## src/rtl/floo_axis_noc_bridge_buffered.sv

```systemverilog
// Bridge between FlooNoC flit channels and a single AXI-Stream link.
// TX packs all valid channel flits into one registered beat with a per-slot
// valid mask; RX unpacks beats into one FIFO per channel so a stalled
// channel only blocks the link once its own FIFO is full.
`timescale 1ns/1ps

module floo_axis_noc_bridge_buffered #(
    parameter int unsigned NumChannels = 2,
    parameter int unsigned FlitWidth   = 64,
    parameter int unsigned FifoDepth   = 4,
    parameter int unsigned CntWidth    = 16,
    parameter int unsigned AxisWidth   = NumChannels * (FlitWidth + 1)
) (
    input  logic                             clk_i,
    input  logic                             rst_ni,
    input  logic [NumChannels-1:0]           flit_in_valid_i,
    output logic [NumChannels-1:0]           flit_in_ready_o,
    input  logic [NumChannels*FlitWidth-1:0] flit_in_data_i,
    output logic [NumChannels-1:0]           flit_out_valid_o,
    input  logic [NumChannels-1:0]           flit_out_ready_i,
    output logic [NumChannels*FlitWidth-1:0] flit_out_data_o,
    output logic                             axis_out_tvalid_o,
    input  logic                             axis_out_tready_i,
    output logic [AxisWidth-1:0]             axis_out_tdata_o,
    input  logic                             axis_in_tvalid_i,
    output logic                             axis_in_tready_o,
    input  logic [AxisWidth-1:0]             axis_in_tdata_i,
    output logic [CntWidth-1:0]              tx_beats_o,
    output logic [CntWidth-1:0]              rx_beats_o
);

    localparam int unsigned SlotW = FlitWidth + 1;
    localparam int unsigned PtrW  = $clog2(FifoDepth);

    logic                   out_valid_q;
    logic [AxisWidth-1:0]   out_data_q;
    logic [AxisWidth-1:0]   tx_beat;
    logic                   tx_free;
    logic                   tx_hs;
    logic                   rx_hs;
    logic [NumChannels-1:0] fifo_full;
    logic [CntWidth-1:0]    tx_beats_q;
    logic [CntWidth-1:0]    rx_beats_q;

    // The output register may reload whenever it is empty or being drained;
    // flit ready therefore depends on tready but never on flit valid.
    assign tx_free         = !out_valid_q || axis_out_tready_i;
    assign flit_in_ready_o = {NumChannels{tx_free}};
    assign tx_hs           = out_valid_q && axis_out_tready_i;

    // Pack valid flits with their mask bit; idle slots are forced to zero.
    always_comb begin
        tx_beat = '0;
        for (int i = 0; i < NumChannels; i++) begin
            if (flit_in_valid_i[i]) begin
                tx_beat[i*SlotW +: SlotW] = {1'b1, flit_in_data_i[i*FlitWidth +: FlitWidth]};
            end
        end
    end

    // TX beat register: load when free, otherwise hold the stalled beat.
    always_ff @(posedge clk_i or negedge rst_ni) begin
        if (!rst_ni) begin
            out_valid_q <= 1'b0;
            out_data_q  <= '0;
        end else if (tx_free) begin
            out_valid_q <= |flit_in_valid_i;
            out_data_q  <= tx_beat;
        end
    end

    assign axis_out_tvalid_o = out_valid_q;
    assign axis_out_tdata_o  = out_data_q;

    // The link is only backpressured when some channel FIFO is full.
    assign axis_in_tready_o = ~|fifo_full;
    assign rx_hs            = axis_in_tvalid_i && axis_in_tready_o;

    for (genvar i = 0; i < NumChannels; i++) begin : g_ch
        logic [FlitWidth-1:0] mem_q [FifoDepth];
        logic [PtrW:0]        wr_ptr_q;
        logic [PtrW:0]        rd_ptr_q;
        logic                 empty;
        logic                 push;
        logic                 pop;

        // Extra pointer MSB distinguishes full from empty on equal indices.
        assign empty        = (wr_ptr_q == rd_ptr_q);
        assign fifo_full[i] = (wr_ptr_q[PtrW] != rd_ptr_q[PtrW]) &&
                              (wr_ptr_q[PtrW-1:0] == rd_ptr_q[PtrW-1:0]);
        assign push         = rx_hs && axis_in_tdata_i[i*SlotW + FlitWidth];
        assign pop          = !empty && flit_out_ready_i[i];

        assign flit_out_valid_o[i]                       = !empty;
        assign flit_out_data_o[i*FlitWidth +: FlitWidth] = mem_q[rd_ptr_q[PtrW-1:0]];

        // Pointer update; push and pop are independent so both may occur together.
        always_ff @(posedge clk_i or negedge rst_ni) begin
            if (!rst_ni) begin
                wr_ptr_q <= '0;
                rd_ptr_q <= '0;
            end else begin
                if (push) wr_ptr_q <= wr_ptr_q + (PtrW+1)'(1);
                if (pop)  rd_ptr_q <= rd_ptr_q + (PtrW+1)'(1);
            end
        end

        // Storage carries no reset; validity is tracked by the pointers alone.
        always_ff @(posedge clk_i) begin
            if (push) mem_q[wr_ptr_q[PtrW-1:0]] <= axis_in_tdata_i[i*SlotW +: FlitWidth];
        end
    end

    // Beat counters on link handshakes, wrapping naturally.
    always_ff @(posedge clk_i or negedge rst_ni) begin
        if (!rst_ni) begin
            tx_beats_q <= '0;
            rx_beats_q <= '0;
        end else begin
            if (tx_hs) tx_beats_q <= tx_beats_q + CntWidth'(1);
            if (rx_hs) rx_beats_q <= rx_beats_q + CntWidth'(1);
        end
    end

    assign tx_beats_o = tx_beats_q;
    assign rx_beats_o = rx_beats_q;

endmodule

```

## config.mk

```make
export PLATFORM = sky130hd
export DESIGN_NAME = floo_axis_noc_bridge_buffered
export DESIGN_NICKNAME = d
export VERILOG_FILES = /design/src/rtl/floo_axis_noc_bridge_buffered.sv
export SDC_FILE = /design/constraint.sdc
export NUM_CORES = 1
export LEC_CHECK = 0
export ABC_AREA = 1
export BUFFER_PORTS_ARGS = -buffer_cell sky130_fd_sc_hd__buf_4
export CAP_MARGIN = 25
export CORE_ASPECT_RATIO = 0.5
export CORE_UTILIZATION = 45
export DETAILED_ROUTE_END_ITERATION = 6
export HOLD_SLACK_MARGIN = 0.1
export PLACE_DENSITY_LB_ADDON = 0.3
export SETUP_SLACK_MARGIN = 0.02
export SLEW_MARGIN = 30
export SYNTH_ARGS = -nofsm -noshare
export SYNTH_HDL_FRONTEND = slang
export SYNTH_SLANG_ARGS = --single-unit
export TNS_END_PERCENT = 5
```

## constraint.sdc

```tcl
create_clock -name clk_i -period 5.3 [get_ports clk_i]
set_input_delay 0 -clock clk_i [delete_from_list [all_inputs] [get_ports clk_i]]
set_output_delay 0 -clock clk_i [all_outputs]
set_load 0.05 [all_outputs]
```

# == Word-level counts from Yosys, hierarchy flattened ==
# Memory sizes are Yosys's and may differ from the RTL's.
# Cells that the tools add are included.
# totals
n_memories,2
ram_bits,512
word_cells,43
register_bits,175
inputBits,266
# classes
n_addsub,6
reduce_logical,15
n_eq_ne,6
mux,6
# memory_table
name,depth,width,rd,rd_clocked_by_memory_dff,wr,line_no,source
g_ch[0].mem_q,4,64,1,0,1,80,logic [FlitWidth-1:0] mem_q [FifoDepth];
g_ch[1].mem_q,4,64,1,0,1,80,
# ops
cell,count
$mux 65,2
$add 16x1->16 const B,2
$add 3x1->3 const B,4
$logic_and 1x1->1,8
$eq 3x3->1,2
$eq 2x2->1,2
$logic_not 1->1,4
$mux 1,4
$reduce_or 2->1,2
$ne 1x1->1,2
$logic_or 1x1->1,1

# == Longest topological paths before layout ==
# Gate-level depths: netlist of the first run.
# logic_depth
word_depth,8
depth_mapped,10

# == Least setup slack after synthesis of the first run ==
# OpenSTA, ideal clock, no wires.
# synth_timing
path_type,reg2reg
start,register g_ch[1].rd_ptr_q[0]
end,memory g_ch[0].mem_q[0][0] (enable)
path_slack_ns,1.087
setup_time_ns,0.487
stages_incl_launch_ff,7
required_time_ns,4.813
arrival_ns,3.726
cell_sequence,dfrtp_1 -> buf_4 -> nand2_2 -> nand2_2 -> nand3_4 -> nand4_1 -> nor2_1
# synth_between
elab_chain_cells,8
# synth_rtl
item,line_no,source
"start, declared",82,logic [PtrW:0] rd_ptr_q;
"start signal, assigned",104,if (pop) rd_ptr_q <= rd_ptr_q + (PtrW+1)'(1);
$eq 2x2->1,90,(wr_ptr_q[PtrW-1:0] == rd_ptr_q[PtrW-1:0]);
$logic_and 1x1->1,89,assign fifo_full[i] = (wr_ptr_q[PtrW] != rd_ptr_q[PtrW]) &&
$reduce_or 2->1,76,assign axis_in_tready_o = ~|fifo_full;
$logic_not 1->1,76,
$logic_and 1x1->1,77,assign rx_hs = axis_in_tvalid_i && axis_in_tready_o;
$logic_and 1x1->1,91,assign push = rx_hs && axis_in_tdata_i[i*SlotW + FlitWidth];
$mux 1,110,if (push) mem_q[wr_ptr_q[PtrW-1:0]] <= axis_in_tdata_i[i*SlotW +: FlitWidth];
$mux 1 (implied by the code),110,
"end, declared",80,
# Every way passes these cells.

# == Final worst setup path of the first run ==
# layout_timing
start,register g_ch[0].rd_ptr_q[0]
end,memory g_ch[1].mem_q[0][37] (enable)
# layout_between
elab_chain_cells,8
# layout_rtl
item,line_no
"start, declared",82
"start signal, assigned",104
$eq 2x2->1,90
$logic_and 1x1->1,89
$reduce_or 2->1,76
$logic_not 1->1,76
$logic_and 1x1->1,77
$logic_and 1x1->1,91
$mux 1,110
$mux 1 (implied by the code),110
"end, declared",80
# Every way passes these cells.

==> results of run 1 <==
## how the worst min path moves through the flow
stage	to	slack [ns]	cells after the start
2_1_floorplan	axis_out_tdata_o[0]$_DFFE_PN0P_	-0.30	0
3_3_place_gp	axis_out_tdata_o[15]$_DFFE_PN0P_	0.13	1
3_5_place_dp	axis_out_tdata_o[15]$_DFFE_PN0P_	0.13	1
4_1_cts	g_ch[0].mem_q[3][9]$_DFFE_PP_	0.10	2
5_1_grt	g_ch[0].mem_q[0][22]$_DFFE_PP_	0.10	2
6_report	g_ch[0].mem_q[3][14]$_DFFE_PP_	0.13	2
## through the flow
step,worst slack [ns],total power [mW]
after floorplan,1.09,12.3
after global placement,1.90,14.8
after detailed placement,1.84,14.9
after CTS,1.82,19.6
after global routing,1.53,20.4
final,1.88,19.6
## cell families after synthesis
group           share of synthesized area
fa+ha+maj                         0.00562
buf+inv                            0.0296
xor+xnor                          0.00820
simple gates                        0.136
mux                              0.000843
compound gates                     0.0806
flops                               0.739
## registers in the layout (all words and copies together), names as in the netlist
signal	cells
g_ch.mem_q	512
tx_beats_o	16
rx_beats_o	16
g_ch.rd_ptr_q	6
g_ch.wr_ptr_q	6
axis_out_tdata_o	130
axis_out_tvalid_o	1
## layout make-up
type | count | area, um^2
Antenna cell | 6 | 15.0
Clock buffer | 65 | 1480
Clock inverter | 44 | 509
Fill cell | 4078 | 20100
Inverter | 43 | 168
Multi-Input combinational cell | 1279 | 6250
Sequential cell | 687 | 19800
Tap cell | 768 | 961
Timing Repair Buffer | 1019 | 8810
## cell usage in the layout, fill, tap and decap left out, types with 13 or more instances in the layout
master / instances
dfrtp_1: 170
buf_4: 580
nand2_1: 254
inv_1: 35
clkbuf_16: 58
clkinv_2: 13
nor2_1: 281
xor2_1: 15
o21ai_0: 262
dlygate4sd3_1: 429
edfxtp_1: 512
o22ai_1: 128
nand3_1: 275
## routing by layer
metal | up-vias | track usage
met3 | 261 | 0.0406
met4 | 0 | 0.115
met2 | 869 | 0.437
met5 | - | 0
li1 | 9608 | -
met1 | 10284 | 0.295
## power by group through the flow
| stage | clock network [mW] | logic, mW | registers [mW] |
|---|---|---|---|
| finish | 4.50 | 8.19 | 6.86 |
| global route | 4.81 | 8.65 | 6.92 |
| CTS | 4.57 | 8.20 | 6.84 |
| detailed placement | 0 | 7.91 | 6.95 |
| global placement | 0 | 7.84 | 6.93 |
| floorplan | 0 | 5.03 | 7.31 |
## repair_timing
item / in CTS / in global routing
setup endpoints to repair: 0 / 0
endpoints found under the hold margin: 786 / 0
resized for setup: 0 / 0
hold buffers: 430 / 0
==> metrics.txt, run 1 <==
Yosys reg bits 687; Critical Path Max Stage Delay 0.64 ns; GR Overflow Total 0; initial antenna violation count 6; Clock Latency Late Sink 0.62 ns; initial drt markers 1859; r2r endpoint g_ch[1].mem_q[0][37]$_DFFE_PP_; Post-synth EDFFs 512; min Tclk post-route 3.42 ns; RSZ-0062 raised after global routing no; Worst EP required 5.57 ns; hold crit path type in2reg; top-count cell post-synth edfxtp_1; Cell Int Power 11.3 mW; Power Dens Cells 515 mW/mm^2; dpl hpwl 40.8 mm; synth cell count leaders 512 x edfxtp_1, 289 x nor2_1, 275 x nand3_1, 262 x o21ai_0, 255 x nand2_1; Finished Cell Area 0.0380 mm^2; I/O pins 562; fin util 0.654; router iterations before antenna repair 5; # setup viols final 0; post-synth top area cell edfxtp_1; Layout area overhead 42.1%; Vias 21022; WP data arrival 3.70 ns; placed cell count 3366; worst setup path endpoint g_ch[1].mem_q[0][37]$_DFFE_PP_; Total GRT Usage 0.246; Routed WL per cell 19.6 um; min-delay src axis_in_tdata_i[14]; RePlAce Congestion 0.844; layout cells sized above 1 0.229; primary flip-flop cell chosen by synthesis mapping edfxtp_1; post-synth top area share 0.576; clock power share 0.230; # nets final 3366; DIE WIDTH 347 um; global-route wire length before repair 118 mm; setup tns final 0 ns; Hold WS 0.128 ns; Post-CTS Setup Repair Bufs 0; sequential-to-total area share from yosys stat 0.739; Worst setup EP type flip-flop; Critical Path Source Type flip-flop; CP Max Fanout 43; worst r2r path cells 7; worst setup path startpoint g_ch[0].rd_ptr_q[0]$_DFFE_PN0P_; Mapped Avg Cell Area 12.4 um^2; largest net degree at the start of global routing 129; fin cells 3911; synthesized area 0.0267 mm^2; Comb power frac 0.419; main area contributors after synthesis edfxtp_1 58%, dfrtp_1 16%, nand3_1 5.2%; die area 0.0604 mm^2; highest routed layer met4; Worst path top cell family by delay simple AND/OR/NAND/NOR gates; Placement Cell Area 0.0316 mm^2; ys async rst share 0.255; VDD IR max 0.000538 V; Worst Tran Pin Value 1.02 ns; Bufs on Longest Clock Path 3; r2r setup slk 1.88 ns; Post-Syn Instances 2154; height of the chip 174 um; vias in the first global route 20996; CP Buf/Inv Count 2; Num CTS Buffers 58; period utilisation layout 0.646; DRC viols 0; Crit Path Class reg2reg; wl on met1 29.1 mm; worst reg2reg startpoint g_ch[0].rd_ptr_q[0]$_DFFE_PN0P_; Slew Limit Fails 0; htree depth 2; Post-Syn Nets 2432; Sw Ratio 0.424; status completed; Reg power frac 0.351; Clock transition at path regs 0.07 ns; headroom to the max-slew limit 0.322; stages on the worst setup path 7; Yosys cell types 29; Hold Fails Final Rpt 0; fmax 0.292 GHz; Routed Antenna Nets 0; Max Cap Viol 0; met3 WL post-DR 4.52 mm; core area 0.0580 mm^2; slowest stage cell, crit path dfrtp_4; Synth Warn # 0; TritonCTS clock tree built; vias per cell 5.38; row cnt 62; clk sinks 687; drt total wl 76.8 mm; net switching power 8.28 mW; port bufs 561; initial core utilization 0.460; Leakage 15.2 nW; Clock Skews 0.0260 ns; met2 routed WL 39.7 mm; Root Buffer clkbuf_16; CP Cell Sequence clkinv_2 > nand2_1 > nand2_2 > nand3_4 > nand4_1 > nor2_4 > buf_4
(Power assumes the default switching activity.)
==> run 2, diff against run 1 <==
Clock period 5.3 ns to 2.8 ns, I/O delays scaled along.
==> metrics.txt, run 2 (synthesis gave the netlist of run 1 again) <==
status complete, but fails checks; failing checks design-rule violations; net switching power 15.9 mW (+92%); VDD IR max 0.000783 V (+46%); layout cells sized above 1 0.228 (-0.00131); register area 0.0198 mm^2 (unchanged); area of the multi-input gates 0.00625 mm^2 (unchanged); Crit Path Class reg2reg; height of the chip 174 um (unchanged); Hold Fails Final Rpt 0 (unchanged); Sw Ratio 0.422 (-0.00178); router iterations before antenna repair 7 (+2); Critical Path Source Type flip-flop; min Tclk post-route 2.62 ns (-0.800 ns); min-delay src axis_in_tdata_i[14]; Routed Antenna Nets 0 (unchanged); Bufs on Longest Clock Path 3 (unchanged); Largest register FFs 512 (unchanged); initial antenna violation count 14 (+8); # setup viols final 0 (unchanged); TritonCTS clock tree built; vias per cell 5.42 (+0.86%); Design Power 37.6 mW (+93%); clk sinks 687 (unchanged); DRC viols 12 (+12); slowest stage cell, crit path dlygate4sd3_1; commonest non-fill, non-tap cell in the layout buf_4; Worst Tran Pin Value 0.838 ns (-0.178 ns); CP Cell Sequence inv_1 > nand2_1 > nand2_1 > nand3_4 > buf_4 > nand2_4 > nor2_8 > nand3_1 > dlygate4sd3_1 > nand2_1 > dlygate4sd3_1; initial drt markers 1898 (+2.1%); core area 0.0580 mm^2 (unchanged); dpl hpwl 40.4 mm (-1.0%); Worst path most repeated cell nand2_1; I/O pins 562 (unchanged); WP data arrival 3.19 ns (-0.51 ns); Routed WL per cell 20.0 um (+1.6%); worst reg2reg startpoint g_ch[1].wr_ptr_q[1]$_DFFE_PN0P_; Clock transition at path regs 0.07 ns (about the same); Worst EP required 3.36 ns (-2.21 ns); Hold WS 0.128 ns (-0.000488 ns); Slew Limit Fails 0 (unchanged); drt total wl 79.9 mm (+4.0%); worst setup path startpoint g_ch[1].wr_ptr_q[1]$_DFFE_PN0P_; hold crit path type in2reg; die area 0.0604 mm^2 (unchanged); fill cell count 3892 (-4.6%); period utilisation layout 0.937 (+0.291); Vias 21701 (+3.2%); DIE WIDTH 347 um (unchanged); htree depth 2 (unchanged); setup tns final 0 ns (unchanged); fin cells 4003 (+2.4%); row cnt 62 (unchanged); fin util 0.672 (+0.0177); Layout area overhead 45.9%; GR Overflow Total 0 (unchanged); Power Dens Cells 966 mW/mm^2 (+87%); CP Buf/Inv Count 4 (+2); Leakage 15.6 nW (+3.1%); largest net degree at the start of global routing 129 (unchanged); RSZ-0062 raised after global routing yes; headroom to the max-slew limit 0.441 (+0.119); Num CTS Buffers 59 (+1.7%); global-route wire length before repair 121 mm (+2.8%); most frequent cells in the layout 582 x buf_4, 512 x edfxtp_1, 497 x dlygate4sd3_1; placed cell count 3379 (+0.39%); Max Cap Viol 0 (unchanged); port bufs 561 (unchanged); Comb power frac 0.428 (+0.009); clock power share 0.233 (+0.003); Cell Int Power 21.8 mW (+93%); Clock Latency Late Sink 0.63 ns (about the same); CP Max Fanout 26 (-40%); Critical Path Max Stage Delay 0.58 ns (-0.06 ns); Reg power frac 0.340 (-0.011); Root Buffer clkbuf_16; fmax 0.381 GHz (+30%); # nets final 3448 (+2.4%); initial core utilization 0.460 (unchanged); RePlAce Congestion 0.870 (+3.0%); Total GRT Usage 0.254 (+0.00760); vias in the first global route 22054 (+5.0%); Clock Skews 0.0439 ns (+0.0179 ns); Worst setup EP type flip-flop; Worst path top cell family by delay buffers and inverters
-- run 2: per-stage QoR --
step / cell area (um^2) / setup WS, ns
floorplan: 26700 / -0.420
global placement: 31800 / 0.330
detailed placement: 31800 / 0.308
CTS: 38900 / 0.0713
global route: 39000 / -0.0387
finish: 39000 / 0.176
-- run 2: power by group through the flow --
stage / Clock, mW / Combinational [mW] / Sequential [mW]
after floorplan: 0 / 9.54 / 13.8
after global placement: 0 / 15.2 / 12.9
after detailed placement: 0 / 15.3 / 13.0
after CTS: 8.85 / 16.0 / 12.7
after global routing: 9.31 / 17.0 / 12.9
final: 8.76 / 16.1 / 12.8
-- run 2: cell type report --
type | count | share of cell area
sequential | 687 | 0.507
tap | 768 | 0.0246
timing repair buffer | 1100 | 0.250
antenna | 14 | 0.000899
clock inverter | 39 | 0.0132
clock buffer | 73 | 0.0397
multi-input combinational | 1279 | 0.160
inverter | 43 | 0.00430
-- run 2: path summary, 6_finish.rpt --
check / slack (ns) / depth (start not counted) / end
setup / recovery: 0.18 / 11 / g_ch[0].wr_ptr_q[1]$_DFFE_PN0P_
hold / removal: 0.13 / 2 / g_ch[0].mem_q[1][14]$_DFFE_PP_
setup reg to reg: 0.18 / 11 / g_ch[0].wr_ptr_q[1]$_DFFE_PN0P_
hold reg to reg: 0.50 / 2 / tx_beats_o[13]$_DFFE_PN0P_
max in group asynchronous: 1.90 / 4 / g_ch[0].rd_ptr_q[0]$_DFFE_PN0P_
min in group asynchronous: 0.54 / 4 / axis_out_tdata_o[122]$_DFFE_PN0P_
-- run 2: what timing repair did --
item / in CTS / in global routing
buffers inserted: 0 / 0
endpoints found under the hold margin: 866 / 5
resized for setup: 6 / 3
setup endpoints to repair: 82 / 34
hold buffers: 496 / 2
pin swaps: 0 / 0
cloned: 0 / 0
-- run 2: layer usage --
layer | track usage | up-vias | wire length [um]
met5 | 0 | - | 0
met3 | 0.0509 | 319 | 5040
met4 | 0.151 | 0 | 4720
met1 | 0.289 | 10662 | 29000
met2 | 0.446 | 937 | 41100
li1 | - | 9783 | -
==> run 3, diff against run 2 <==
Settings changed: ABC_AREA 1 to default.
==> metrics.txt, run 3 <==
Synth Area in Compound Gates 0.00175 (-0.0788); Clock transition at path regs 0.07 ns (about the same); VDD IR max 0.000741 V (-5.3%); Bufs on Longest Clock Path 3 (unchanged); ys async rst share 0.255 (unchanged); # nets final 2787 (-19%); status completed; router iterations before antenna repair 6 (-1); hold crit path type in2reg; synthesized-area fraction occupied by and/or/nand/nor cells 0.0798 (-0.0559); Post-synth EDFFs 512 (unchanged); port bufs 561 (unchanged); fmax 0.371 GHz (-2.6%); TritonCTS clock tree built; Finished Cell Area 0.0381 mm^2 (-2.2%); r2r setup slk 0.11 ns (-0.07 ns); Post-Syn Instances 1426 (-34%); # setup viols final 0 (unchanged); Vias 17218 (-21%); GR Overflow Total 0 (unchanged); I/O pins 562 (unchanged); Critical Path Source Type flip-flop; post-synth top area share 0.598 (+0.0227); initial drt markers 1312 (-31%); commonest non-fill, non-tap cell in the layout buf_4; most frequent cells in the layout 570 x buf_4, 512 x edfxtp_1, 509 x dlygate4sd3_1; top-count cell post-synth edfxtp_1; Yosys reg bits 687 (unchanged); Worst path most repeated cell dlygate4sd3_1; Critical Path Max Stage Delay 0.65 ns (+0.07 ns); Worst EP required 3.34 ns (-0.02 ns); Worst Tran Pin Value 0.777 ns (-0.0610 ns); post-synth top area cell edfxtp_1; CP Max Fanout 53 (+100%); Largest register FFs 512 (unchanged); DIE WIDTH 340 um (-1.9%); Total GRT Usage 0.243 (-0.0109); clk sinks 687 (unchanged); Max Cap Viol 0 (unchanged); Leakage 15.2 nW (-2.5%); Crit Path Class reg2reg; die area 0.0581 mm^2 (-3.8%); headroom to the max-slew limit 0.482 (+0.0407); Worst setup EP type flip-flop; worst reg2reg startpoint axis_out_tvalid_o$_DFFE_PN0P_; row cnt 61 (-1.6%); DRC viols 0 (-12); drt total wl 71.5 mm (-11%); htree depth 2 (unchanged); Routed WL per cell 21.5 um (+7.8%); initial core utilization 0.459 (-0.000993); Layout area overhead 48.3%; slowest stage cell, crit path dlygate4sd3_1; post-synthesis mux area share 0.113 (+0.113); synth cell count leaders 512 x edfxtp_1, 281 x nand2_1, 175 x dfrtp_1, 143 x nand3_1, 128 x mux4_2; setup tns final 0 ns (unchanged); largest net degree at the start of global routing 132 (+2.3%); global-route wire length before repair 107 mm (-12%); height of the chip 171 um (-1.9%); Mapped Avg Cell Area 18.0 um^2 (+45%); register area 0.0198 mm^2 (about the same); vias in the first global route 18297 (-17%); Slew Limit Fails 0 (unchanged); core area 0.0559 mm^2 (-3.6%); worst r2r path cells 7 (-4); WHS Path Cells 2 (unchanged); Root Buffer clkbuf_16; r2r endpoint axis_out_tdata_o[19]$_DFFE_PN0P_; Synth Warn # 0 (unchanged); Clock Skews 0.0206 ns (-0.0232 ns); synthesized area 0.0257 mm^2 (-3.8%); CP Cell Sequence nor2b_4 > inv_8 > buf_12 > nand3_1 > dlygate4sd3_1 > nand2_1 > dlygate4sd3_1; RePlAce Congestion 0.931 (+6.9%); Routed Antenna Nets 0 (unchanged); fill cell count 3527 (-9.4%); post-synthesis adder-cell area fraction 0.00584 (+0.000222); vias per cell 5.18 (-4.4%); Hold Path End g_ch[1].mem_q[3][35]$_DFFE_PP_; main area contributors after synthesis edfxtp_1 60%, dfrtp_1 17%, mux4_2 11%; initial antenna violation count 8 (-6); min Tclk post-route 2.69 ns (+0.0696 ns); Design Power 35.7 mW (-5.2%); period utilisation layout 0.962 (+0.0249); RSZ-0062 raised after global routing yes; WP data arrival 3.23 ns (+0.04 ns); Clock Latency Late Sink 0.62 ns (about the same); Hold Fails Final Rpt 0 (unchanged); Hold WS 0.136 ns (+0.00871 ns); Post-Syn Nets 1704 (-30%); sequential-to-total area share from yosys stat 0.769 (+0.0292); largest family of logic cells by synthesized area multiplexers; Placement Cell Area 0.0309 mm^2 (-2.8%); area of the multi-input gates 0.00560 mm^2 (-10%); layout cells sized above 1 0.324 (+0.0964); dpl hpwl 40.4 mm (about the same); XOR/XNOR share of the synthesized area 0.0156 (+0.00738); primary flip-flop cell chosen by synthesis mapping edfxtp_1; Num CTS Buffers 57 (-3.4%); Yosys cell types 31 (+6.9%); Power Dens Cells 936 mW/mm^2 (-3.0%); min-delay src axis_in_tdata_i[100]
## run 3: critical path, delay by kind of cell, from the launching register on
kind	cells	cell delay, ns
buf+inv	4	1.76
flops	1	0.42
simple gates	3	0.39
## run 3: final cells by class
type	count	area share
repair buffers	1099	0.256
clock inverters	24	0.00926
flip-flops and latches	687	0.518
diodes	9	0.000591
clock buffers	82	0.0430
well taps	756	0.0248
multi-input cells	657	0.147
inverters	7	0.000886
## run 3: cell families (layout without fill, tap and decap cells)
family,Yosys count,after routing
AO/OA/AOI/OAI,5,5
XOR/XNOR,44,44
adder cells (fa/ha/maj),12,12
buffers and inverters,82,1212
flip-flops,687,687
multiplexers,131,131
other,0,9
AND/OR/NAND/NOR,465,465
## run 3: per-layer routing
layer | part of all wire | track usage | vias up
li1 | - | - | 7568
met1 | 0.37 | 0.292 | 8703
met2 | 0.52 | 0.419 | 688
met3 | 0.059 | 0.0524 | 255
met4 | 0.051 | 0.124 | 4
met5 | 0.00035 | 0 | -
## run 3: how the worst max path moves through the flow
stage,startpoint,to,slack [ns],cells after the start
finish,axis_out_tvalid_o$_DFFE_PN0P_,axis_out_tdata_o[19]$_DFFE_PN0P_,0.11,7
global placement,g_ch[1].rd_ptr_q[0]$_DFFE_PN0P_,g_ch[0].mem_q[1][28]$_DFFE_PP_,0.49,5
CTS,axis_out_tvalid_o$_DFFE_PN0P_,axis_out_tdata_o[26]$_DFFE_PN0P_,0.08,7
detailed placement,g_ch[1].rd_ptr_q[0]$_DFFE_PN0P_,g_ch[0].mem_q[1][30]$_DFFE_PP_,0.47,5
floorplan,g_ch[0].rd_ptr_q[2]$_DFFE_PN0P_,g_ch[1].mem_q[1][0]$_DFFE_PP_,-0.29,4
global route,axis_out_tvalid_o$_DFFE_PN0P_,axis_out_tdata_o[19]$_DFFE_PN0P_,-0.002,7
## run 3: report_power, final
| group | internal, mW | switching, mW | total (mW) |
|---|---|---|---|
| logic | 5.06 | 9.19 | 14.2 |
| clock network | 4.84 | 3.70 | 8.54 |
| registers | 12.4 | 0.514 | 12.9 |
## run 3: per-stage QoR
stage                util  instances  setup slack, ns
global placement    0.553       2695            0.487
detailed placement  0.553       2695            0.473
CTS                 0.680       3311           0.0771
global route        0.681       3318         -0.00233
finish              0.681       3321            0.106
floorplan               -       1426           -0.289
## run 3: what timing repair did
item	4_1_cts	5_1_grt
hold endpoints to repair	909	0
resized for setup	0	3
hold buffers	510	0
endpoints found under the setup margin	0	53
buffers inserted	0	0
